**src/rtl/gsim_x_collector_if.sv**
```systemverilog
// gsim_x_collector_if: solver word input plus ready/valid replay stream and status flags.
// master is the collector side, slave is the producer/consumer side.
interface gsim_x_collector_if #(
  parameter int N     = 16,
  parameter int IN_W  = 32,
  parameter int OUT_W = 16
);
  localparam int IW = $clog2(N);
  logic             in_valid;
  logic [IN_W-1:0]  x_in;
  logic             out_valid;
  logic             out_ready;
  logic [OUT_W-1:0] out_data;
  logic [IW-1:0]    out_idx;
  logic             out_last;
  logic             out_sat;
  logic             frame_done;
  logic             ovf_err;
  modport master (
    input  in_valid, x_in, out_ready,
    output out_valid, out_data, out_idx, out_last, out_sat, frame_done, ovf_err
  );
  modport slave (
    output in_valid, x_in, out_ready,
    input  out_valid, out_data, out_idx, out_last, out_sat, frame_done, ovf_err
  );
endinterface

```
**src/rtl/gsim_x_collector.sv**
```systemverilog
// gsim_x_collector: buffers one N-word solver frame, replays it as a saturating narrowed stream.
// Define GSIM_XCOL_ROUND_EN for round-half-up before the shift; default truncates.
module gsim_x_collector #(
  parameter int N         = 16,
  parameter int IN_W      = 32,
  parameter int OUT_W     = 16,
  parameter int FRAC_DROP = 8
) (
  input logic              clk,
  input logic              reset,
  gsim_x_collector_if.master bus
);
  localparam int IW = $clog2(N);
`ifdef GSIM_XCOL_ROUND_EN
  localparam logic signed [IN_W:0] BIAS = {{IN_W{1'b0}}, 1'b1} << (FRAC_DROP - 1);
`else
  localparam logic signed [IN_W:0] BIAS = '0;
`endif
  typedef enum logic {COLLECT, DRAIN} state_t;
  state_t              state, state_nx;
  logic [IN_W-1:0]     mem [N];
  logic [IW-1:0]       wr_idx, rd_idx;
  logic                wr_en, wr_last, rd_last, hs;
  logic                frame_done_q, ovf_err_q;
  logic [IN_W-1:0]     rd_word;
  logic signed [IN_W:0] ext, shr;
  logic                fits;
  logic [OUT_W-1:0]    conv;
  assign wr_en   = state == COLLECT && bus.in_valid;
  assign wr_last = wr_idx == IW'(N - 1);
  assign rd_last = rd_idx == IW'(N - 1);
  assign hs      = state == DRAIN && bus.out_ready;
  // Conversion works on the raw stored word so the write path stays a plain register file.
  assign rd_word = mem[rd_idx];
  assign ext     = $signed({rd_word[IN_W-1], rd_word}) + BIAS;
  assign shr     = ext >>> FRAC_DROP;
  assign fits    = (&shr[IN_W:OUT_W-1]) | ~(|shr[IN_W:OUT_W-1]);
  assign conv    = fits ? shr[OUT_W-1:0] : {shr[IN_W], {(OUT_W-1){~shr[IN_W]}}};
  always_ff @(posedge clk or negedge reset)
    if (!reset) state <= COLLECT;
    else        state <= state_nx;
  always_comb
    state_nx = state == COLLECT ? ((wr_en && wr_last) ? DRAIN : COLLECT)
                                : ((hs && rd_last) ? COLLECT : DRAIN);
  always_comb begin
    bus.out_valid  = state == DRAIN;
    bus.out_data   = state == DRAIN ? conv : '0;
    bus.out_idx    = state == DRAIN ? rd_idx : '0;
    bus.out_last   = state == DRAIN && rd_last;
    bus.out_sat    = state == DRAIN && !fits;
    bus.frame_done = frame_done_q;
    bus.ovf_err    = ovf_err_q;
  end
  always_ff @(posedge clk or negedge reset)
    if (!reset) begin
      wr_idx       <= '0;
      rd_idx       <= '0;
      frame_done_q <= 1'b0;
      ovf_err_q    <= 1'b0;
    end else begin
      wr_idx       <= wr_en ? (wr_last ? '0 : wr_idx + 1'b1) : wr_idx;
      rd_idx       <= hs ? (rd_last ? '0 : rd_idx + 1'b1) : rd_idx;
      frame_done_q <= hs && rd_last;
      ovf_err_q    <= ovf_err_q | (state == DRAIN && bus.in_valid);
    end
  always_ff @(posedge clk)
    if (wr_en) mem[wr_idx] <= bus.x_in;
endmodule

```
**src/flat_wrapper.sv**
```systemverilog
// flat-port wrapper written by rule: the top's interface ports become plain ports
module gsim_x_collector_flat 
#(
  parameter int N         = 16,
  parameter int IN_W      = 32,
  parameter int OUT_W     = 16,
  parameter int FRAC_DROP = 8
)
  (clk, reset, bus_in_valid, bus_x_in, bus_out_ready, bus_out_valid, bus_out_data, bus_out_idx, bus_out_last, bus_out_sat, bus_frame_done, bus_ovf_err);
  gsim_x_collector_if #(.N(N), .IN_W(IN_W), .OUT_W(OUT_W)) bus_i ();
  input logic clk;
  input logic reset;
  input wire logic [$bits(bus_i.in_valid)-1:0] bus_in_valid;
  input wire logic [$bits(bus_i.x_in)-1:0] bus_x_in;
  input wire logic [$bits(bus_i.out_ready)-1:0] bus_out_ready;
  output wire logic [$bits(bus_i.out_valid)-1:0] bus_out_valid;
  output wire logic [$bits(bus_i.out_data)-1:0] bus_out_data;
  output wire logic [$bits(bus_i.out_idx)-1:0] bus_out_idx;
  output wire logic [$bits(bus_i.out_last)-1:0] bus_out_last;
  output wire logic [$bits(bus_i.out_sat)-1:0] bus_out_sat;
  output wire logic [$bits(bus_i.frame_done)-1:0] bus_frame_done;
  output wire logic [$bits(bus_i.ovf_err)-1:0] bus_ovf_err;
  assign bus_i.in_valid = bus_in_valid;
  assign bus_i.x_in = bus_x_in;
  assign bus_i.out_ready = bus_out_ready;
  assign bus_out_valid = bus_i.out_valid;
  assign bus_out_data = bus_i.out_data;
  assign bus_out_idx = bus_i.out_idx;
  assign bus_out_last = bus_i.out_last;
  assign bus_out_sat = bus_i.out_sat;
  assign bus_frame_done = bus_i.frame_done;
  assign bus_ovf_err = bus_i.ovf_err;
  gsim_x_collector #(.N(N), .IN_W(IN_W), .OUT_W(OUT_W), .FRAC_DROP(FRAC_DROP)) u_core (.clk(clk), .reset(reset), .bus(bus_i));
endmodule
```
**config.mk**
```make
export PLATFORM = sky130hd
export DESIGN_NAME = gsim_x_collector_flat
export DESIGN_NICKNAME = d
export VERILOG_FILES = /design/src/rtl/gsim_x_collector_if.sv /design/src/rtl/gsim_x_collector.sv /design/src/flat_wrapper.sv
export SDC_FILE = /design/constraint.sdc
export NUM_CORES = 1
export LEC_CHECK = 0
export CAP_MARGIN = 5
export CORE_MARGIN = 4
export CORE_UTILIZATION = 30
export CTS_CLUSTER_DIAMETER = 100
export DETAILED_ROUTE_END_ITERATION = 10
export HOLD_SLACK_MARGIN = 0.03
export PLACE_DENSITY_LB_ADDON = 0.1
export SLEW_MARGIN = 0
export SYNTH_ARGS = -nofsm -noshare
export SYNTH_HDL_FRONTEND = slang
export SYNTH_SLANG_ARGS = --single-unit
```
**constraint.sdc**
```tcl
create_clock -name clk -period 7.3 [get_ports clk]
set_input_delay 1.825 -clock clk [delete_from_list [all_inputs] [get_ports clk]]
set_output_delay 1.825 -clock clk [all_outputs]
set_load 0.01 [all_outputs]
```
==> impl_metrics.ini, run 1 <==
[job]
cap_violations = 0

[min_path]
hp-class = reg -> reg

[power]
power.total_mw = 6.800
power_density_nw_per_um2 = 376.4
p_leak_nw = 5.647
vdd_ir_drop_max_mv = 0.2197

[setup_path]
crit_type = reg -> out
cp_max_fo = 41
worstPathRequired_ps = 5480
critPathCaptureType = output pin
startpoint_type = flop
critPathArrivalTime_ps = 4370
r2r_setup_slack_ps = 4330

[timing]
fin_tns_setup_ps = 0
slew_viol_final = 0
slew_headroom = 0.3374
finalCritPeriodShare = 0.8492
fin_crit_ps = 6199
fin_worst_skew_ps = 15.55
hold_viol = 0
rsz0062_at_grt = false
clock.fmax_mhz = 161.3
worst_slew_pin_slew_ps = 993.8
finalSetupViolCount = 0

[route]
dr.first_iter.drc_count = 477
drc_errors = 0
ant_nets = 0
routed_wl_um = 37940
wl_per_cell_um = 25.93
vias_per_cell = 4.817
vias = 7048
drt-pass1-iter-count = 4

[floorplanning]
core_area_um2 = 50480
dieHeight_um = 234.9
rows = 82
die_w_um = 234.9
start_util = 0.3058
dieArea_um2 = 55150
io_pins = 61

[finish]
finalNetCount = 798
drive_gt1_frac = 0.2570
area_delta_synth_final_pct = 17.02
design_area_um2 = 18070
nFillCells = 4675
mostFrequentLayoutCell = edfxtp_1
mostFrequentLayoutCells = 384 x edfxtp_1, 105 x mux4_2, 52 x clkdlybuf4s50_1, 45 x clkbuf_16, 21 x buf_4

[synthesis]
synth_flop_cell = edfxtp_1
synth_warnings = 0
async_flop_share = 0.02785
synth.net_count = 714
syn_inst = 673
synth_seq_area_share = 0.7647
synth.distinct_cells = 37
synth_area_um2 = 15440
synth_edf_count = 384
synth_seq_cells = 395
syn_area_per_cell_um2 = 22.94

[clock_tree]
clock_path_buffers = 3
path_clk_slew_ps = 60
cts_root_buffer = clkbuf_16
insertion_delay_ps = 550
numCtsBuffers = 44
cts_tree = built
cts_resized = 0
clock_sinks = 395
ctsHtreeMaxLevel = 2
ctsHoldBuffers = 0
post_cts_buffers = 0

[placed_design]
dp.final_hpwl_um = 20240
routabilityCongestion = 0.6860
placedInstanceArea_um2 = 16740
portBuffers = 52

[grt]
grt_pass1_vias = 7705
grtUsageTotal = 0.1360
grt_pass1_wl_um = 54450
grt_max_degree = 47
antenna_found_initial = 1
grt.overflow.total = 0

[run_status]
outcome = complete, no violations
## power breakdown
part | internal [mW] | total (mW) | switching (mW) | leakage [nW]
registers | 2.60 | 2.80 | 0.198 | 3.58
clock network | 1.20 | 2.06 | 0.861 | 0.648
logic | 0.976 | 1.94 | 0.966 | 1.41
## cells by family after synthesis
logic type	after synthesis	share of synthesized area
compound gates	46	0.02488
mux	113	0.1648
xor+xnor	3	0.001702
simple gates	58	0.02091
buf+inv	53	0.01896
flops	395	0.7647
fa+ha+maj	5	0.004052
## metrics by stage
stage	cells	hold WS [ps]	util	setup WS [ps]
after floorplan	673	491.5	-	3302
after global placement	1383	436.8	0.3317	1599
after detailed placement	1383	447.8	0.3317	1580
after CTS	1462	461.6	0.3578	964.9
after global routing	1462	490.5	0.3578	791.7
final	1463	457.3	0.3579	1101
## registers in the layout (all words and copies together) (netlist names)
signal and flops:
u_core.mem 384, u_core.rd_idx 4, u_core.wr_idx 4, u_core.bus.frame_done 1, u_core.bus.out_valid 1, u_core.bus.ovf_err 1
## critical path, cell delays in order (launching register included)
cell	delay [ps]
dfrtp_4	980
buf_4	390
mux4_2	530
a22oi_1	150
nand2_1	120
nand4_1	180
o21a_1	530
buf_4	330
a211oi_2	50
clkdlybuf4s50_1	520
## path summary, 6_finish.rpt
check,startpoint,endpoint,depth (start not counted)
setup / recovery,u_core.rd_idx[0]$_DFFE_PN0P_,bus_out_data[10],9
hold / removal,u_core.bus.ovf_err$_DFF_PN0_,u_core.bus.ovf_err$_DFF_PN0_,1
setup reg to reg,u_core.bus.out_valid$_DFF_PN0_,u_core.mem[3][12]$_DFFE_PP_,4
hold reg to reg,u_core.bus.ovf_err$_DFF_PN0_,u_core.bus.ovf_err$_DFF_PN0_,1
max in group asynchronous,reset,u_core.rd_idx[0]$_DFFE_PN0P_,1
min in group asynchronous,reset,u_core.wr_idx[2]$_DFFE_PN0P_,1
## layout make-up
class	instances	area (um2)	share of cell area
sequential	395	11810	0.6539
multi-input combinational	225	3344	0.1851
clock buffer	57	1171	0.06482
tap	672	840.8	0.04654
timing repair buffer	73	678.2	0.03754
clock inverter	22	148.9	0.008242
inverter	18	67.56	0.003740
antenna	1	2.502	0.0001385
## cells in the mapped netlist (2+ instances only)
library cell,count,share of area
edfxtp_1,384,0.75
mux4_2,105,0.15
and2_1,19,0.0077
inv_1,17,0.0041
a22oi_1,16,0.0078
nand2_1,15,0.0036
clkbuf_1,11,0.0027
dfrtp_1,11,0.018
a211oi_2,10,0.0081
buf_2,10,0.0032
a211oi_1,6,0.0029
mux4_1,6,0.010
buf_4,5,0.0024
ha_1,5,0.0041
nand3_1,5,0.0016
nor2_1,5,0.0012
o21ai_0,5,0.0016
and3_1,4,0.0016
buf_6,4,0.0029
nor2b_1,4,0.0016
a21oi_1,3,0.00097
buf_1,3,0.00073
xnor2_1,3,0.0017
buf_12,2,0.0026
nand4_1,2,0.00081
nor4_2,2,0.0016
## layer usage
layer | wire (um) | GRT usage | vias up
met3 | 1400 | 0.02462 | 57
met1 | 16140 | 0.1753 | 3828
met5 | 0 | 0 | -
li1 | - | - | 3020
met2 | 19410 | 0.2346 | 143
met4 | 989 | 0.04314 | 0
Power figures use the tool's default switching activity.
==> run 2, diff against run 1 <==
- clock period: 7.3 -> 5.07 ns (I/O delays scaled with it)
==> run 2 against run 1 <==
Hold slack got worse by 1.6 ps. Final cell count grew 2.1%. Flip-flop and latch count stayed put. Combinational power up 65%. Critical endpoint is now bus_out_data[5].
==> impl_metrics.ini, run 2 (synthesized netlist as in run 1, its figures left out) <==
[run_status]
outcome = complete, no violations

[power]
vdd_ir_drop_max_mv = 0.2232
power.total_mw = 10.16
share_seq_of_total_power = 0.382
power_density_nw_per_um2 = 550.0
p_sw_mw = 3.028
swShare = 0.2981
pwr-share-clk = 0.302
p_int_mw = 7.131
pwr-share-comb = 0.315
p_leak_nw = 5.854

[floorplanning]
rows = 82
die_w_um = 234.9
start_util = 0.3058
io_pins = 61
core_area_um2 = 50480
dieArea_um2 = 55150
dieHeight_um = 234.9

[placed_design]
place_ws_ps = 464.6
portBuffers = 52
placedInstanceArea_um2 = 16970
dp.final_hpwl_um = 21870
dpl.cell_count = 1403
routabilityCongestion = 0.6872

[timing]
slew_headroom = 0.5521
finalCritPeriodShare = 0.9530
fin_tns_setup_ps = 0
hold_ws_ps = 455.7
fin_crit_ps = 4831
slew_viol_final = 0
finalSetupViolCount = 0
clock.fmax_mhz = 207.0
worst_slew_pin_slew_ps = 671.8
rsz0062_at_grt = false
fin_ws_ps = 238.5
fin_worst_skew_ps = 15.28
hold_viol = 0

[clock_tree]
path_clk_slew_ps = 60
clock_path_buffers = 3
ctsHtreeMaxLevel = 2
clock_sinks = 395
numCtsBuffers = 45
insertion_delay_ps = 560
cts_tree = built
cts_root_buffer = clkbuf_16
ctsHoldBuffers = 0

[setup_path]
crit_type = reg -> out
rr_endpoint = u_core.mem[15][17]$_DFFE_PP_
startpoint = u_core.rd_idx[0]$_DFFE_PN0P_
endpoint = bus_out_data[5]
r2r_start = u_core.bus.out_valid$_DFF_PN0_
critPathCaptureType = output pin
worstPathRequired_ps = 3800
cp_max_fo = 10
r2r_setup_slack_ps = 2470
critPathArrivalTime_ps = 3560
startpoint_type = flop
r2r_cells = 4

[finish]
largest_registers = u_core.mem x384, u_core.rd_idx x4, u_core.wr_idx x4
top_register = u_core.mem
largest_register_ffs = 384
drive_gt1_frac = 0.2996
fin_cells = 1494
mostFrequentLayoutCells = 384 x edfxtp_1, 105 x mux4_2, 52 x clkdlybuf4s50_1, 45 x clkbuf_16, 39 x buf_4
area_delta_synth_final_pct = 19.65
design_area_um2 = 18470
utilization = 0.3660
finalNetCount = 828
mostFrequentLayoutCell = edfxtp_1

[grt]
grt_pass1_wl_um = 55760
grt_max_degree = 31
grt_pass1_vias = 7851
antenna_found_initial = 1
grtUsageTotal = 0.1390
grt.overflow.total = 0

[route]
ant_nets = 0
drt-pass1-iter-count = 4
dr.first_iter.drc_count = 686
drc_errors = 0
wl_per_cell_um = 26.12
vias_per_cell = 4.831
vias = 7218
routed_wl_um = 39030

[min_path]
hold_start = u_core.bus.ovf_err$_DFF_PN0_
hp-class = reg -> reg
hold_depth = 1

[job]
cap_violations = 0
[run 2: cell types whose count changed in the layout (fill, tap and decap cells not counted), sizes merged]
cell | before | now
clkinv | 20 | 19
clkbuf | 57 | 53
buf | 21 | 50
bufinv | 2 | 3
clkinvlp | 0 | 5
inv | 18 | 19
[run 2: cell type report]
type,instances,area [um2]
fill,4653,32010
sequential,395,11820
multi-input combinational,225,3346
clock buffer,53,1156
timing repair buffer,102,1016
tap,672,840.8
clock inverter,28,229.0
inverter,18,67.56
antenna,1,2.502
[run 2: layer usage]
layer	vias up	routed length, um	part of all wire	global-route usage
met1	3905	16890	0.43	0.1845
met5	-	0	0	0
met4	0	957	0.025	0.04332
met2	170	19410	0.50	0.2343
li1	3080	-	-	-
met3	63	1766	0.045	0.02462
[run 2: how the worst min path moves through the flow]
stage | endpoint | slack [ps]
floorplan | u_core.wr_idx[2]$_DFFE_PN0P_ | 490
finish | u_core.bus.ovf_err$_DFF_PN0_ | 460
CTS | u_core.bus.ovf_err$_DFF_PN0_ | 460
detailed placement | u_core.bus.ovf_err$_DFF_PN0_ | 450
global route | u_core.bus.ovf_err$_DFF_PN0_ | 480
global placement | u_core.bus.ovf_err$_DFF_PN0_ | 440
[run 2: what timing repair did]
action                                  CTS  global route
resized for setup                         2             1
setup buffers                             2             7
pin swaps                                 1             0
endpoints found under the setup margin   16            16
[run 2: power by group through the flow]
stage                     sequential, mW  combinational (mW)  clock [mW]
final                               3.89                3.21        3.07
after global routing                3.90                3.46        3.30
after detailed placement            3.99                3.10           0
after floorplan                     3.86                2.10           0
after CTS                           3.92                3.19        3.17
after global placement              3.98                3.08           0
[run 2: critical path: stages, from the launching register on]
cell and delay (ps):
dfrtp_4 480, buf_12 150, mux4_2 480, nor2b_1 150, a211oi_2 200, a21oi_1 170
a21o_4 280, buf_12 140, a211oi_1 310, clkdlybuf4s50_1 620
==> run 3, diff against run 2 <==
- CAP_MARGIN: 5 -> not set
- CORE_UTILIZATION: 30 -> 40
- HOLD_SLACK_MARGIN: 0.03 -> not set
==> run 3 against run 2 <==
Total power fell by 3.9%. Critical path type unchanged. Design area fell by 2.3%. Worst setup slack got worse by 30 ps. Hold slack improved by 14 ps. Combinational power fell by 4%. Critical path depth did not move. Non-clock buffer count fell by 12. Core utilization rose by 11 points. Highest routed layer unchanged.
==> impl_metrics.ini, run 3 (synthesized netlist as in run 1, its figures left out) <==
[clock_tree]
numCtsBuffers = 42
cts_root_buffer = clkbuf_16
cts_resized = 0
ctsHtreeMaxLevel = 2
cts_tree = built
clock_path_buffers = 3
path_clk_slew_ps = 50
clock_sinks = 395
insertion_delay_ps = 530
ctsHoldBuffers = 0

[timing]
slew_viol_final = 0
fin_worst_skew_ps = 12.05
fin_tns_setup_ps = 0
finalCritPeriodShare = 0.9588
hold_viol = 0
rsz0062_at_grt = false
clock.fmax_mhz = 205.7
fin_crit_ps = 4861
finalSetupViolCount = 0
worst_slew_pin_slew_ps = 998.3
fin_ws_ps = 209.0
slew_headroom = 0.3344
hold_ws_ps = 469.8

[grt]
grt_pass1_wl_um = 51940
antenna_found_initial = 0
grt_max_degree = 66
grt.overflow.total = 0
grt_pass1_vias = 7625
grtUsageTotal = 0.1728

[floorplanning]
rows = 71
core_area_um2 = 37840
io_pins = 61
dieHeight_um = 204.5
start_util = 0.4080
dieArea_um2 = 41800
die_w_um = 204.5

[setup_path]
critPathCaptureType = output pin
crit_type = reg -> out
rr_endpoint = u_core.mem[1][15]$_DFFE_PP_
cp_cell_sequence = buf_12 > mux4_2 > a22oi_1 > nand2_1 > nand4_1 > o21a_1 > buf_4 > a211oi_1 > clkdlybuf4s50_1
startpoint = u_core.rd_idx[2]$_DFFE_PN0P_
crit_cells = 9
r2r_setup_slack_ps = 2430
cp_max_fo = 24
r2r_cells = 4
crit_buf_inv = 3
startpoint_type = flop
endpoint = bus_out_data[6]
crit_family = buffers and inverters
worstPathRequired_ps = 3800
r2r_start = u_core.bus.out_valid$_DFF_PN0_
cpPeakStageDelay_ps = 750
critPathArrivalTime_ps = 3590
critical-path-slowest-cell = dfrtp_2

[power]
p_leak_nw = 5.739
power_density_nw_per_um2 = 541.0
vdd_ir_drop_max_mv = 0.2719
power.total_mw = 9.762

[min_path]
hp-class = reg -> reg

[placed_design]
routabilityCongestion = 0.7118
place_ws_ps = 469.8
placedInstanceArea_um2 = 16710
portBuffers = 52
dp.final_hpwl_um = 18770
dpl.cell_count = 1232

[finish]
utilization = 0.4768
ff_latch_area_um2 = 11810
mostFrequentLayoutCells = 384 x edfxtp_1, 105 x mux4_2, 52 x clkdlybuf4s50_1, 45 x clkbuf_16, 28 x buf_4
multi_input_area_um2 = 3341
largest_register_ffs = 384
finalNetCount = 813
mostFrequentLayoutCell = edfxtp_1
top_register = u_core.mem
nFillCells = 3155
area_delta_synth_final_pct = 16.88
largest_registers = u_core.mem x384, u_core.rd_idx x4, u_core.wr_idx x4
design_area_um2 = 18040
fin_cells = 1309
drive_gt1_frac = 0.2682
antenna_cells = 0

[route]
dr.first_iter.drc_count = 480
ant_nets = 0
drc_errors = 0
routed_wl_um = 35380
vias_per_cell = 5.486
wl_per_cell_um = 27.03
vias = 7181
drt-pass1-iter-count = 5

[job]
cap_violations = 0

[run_status]
outcome = complete, no violations
-- run 3: power by group --
group	internal, mW	leakage [nW]	switching (mW)
registers	3.75	3.58	0.136
logic	1.55	1.54	1.52
clock network	1.65	0.617	1.16
total	6.95	5.74	2.82
-- run 3: layer usage --
layer	GRT usage	vias up	share of wire
met4	0.04259	0	0.020
met3	0.03063	50	0.060
li1	-	3043	-
met2	0.2815	216	0.49
met1	0.2455	3872	0.43
met5	0	-	0
-- run 3: area by class of cell --
class	instances	share of cell area
clock buffers	53	0.06407
clock inverters	17	0.005408
well taps	511	0.03543
repair buffers	90	0.05159
inverters	18	0.003744
multi-input cells	225	0.1851
flip-flops and latches	395	0.6546
-- run 3: how the worst min path moves through the flow --
| stage | start | to | slack [ps] | cells past startpoint |
|---|---|---|---|---|
| final | u_core.bus.ovf_err$_DFF_PN0_ | u_core.bus.ovf_err$_DFF_PN0_ | 470 | 1 |
| after CTS | u_core.bus.ovf_err$_DFF_PN0_ | u_core.bus.ovf_err$_DFF_PN0_ | 470 | 1 |
| after floorplan | u_core.wr_idx[2]$_DFFE_PN0P_ | u_core.wr_idx[2]$_DFFE_PN0P_ | 490 | 1 |
| after global routing | u_core.bus.ovf_err$_DFF_PN0_ | u_core.bus.ovf_err$_DFF_PN0_ | 510 | 1 |
| after global placement | u_core.bus.ovf_err$_DFF_PN0_ | u_core.bus.ovf_err$_DFF_PN0_ | 440 | 1 |
| after detailed placement | u_core.bus.ovf_err$_DFF_PN0_ | u_core.bus.ovf_err$_DFF_PN0_ | 460 | 1 |
-- run 3: repair_timing --
item / 4_1_cts / 5_1_grt
endpoints found under the setup margin: 16 / 16
buffers inserted: 2 / 5
pin swaps: 1 / 0
-- run 3: worst reg2reg max path, delay by kind of cell, from the launching register on --
kind                   cells  cell delay, ps
buffers and inverters      1             290
DFF                        1             490
and+or+nand+nor            3            1520
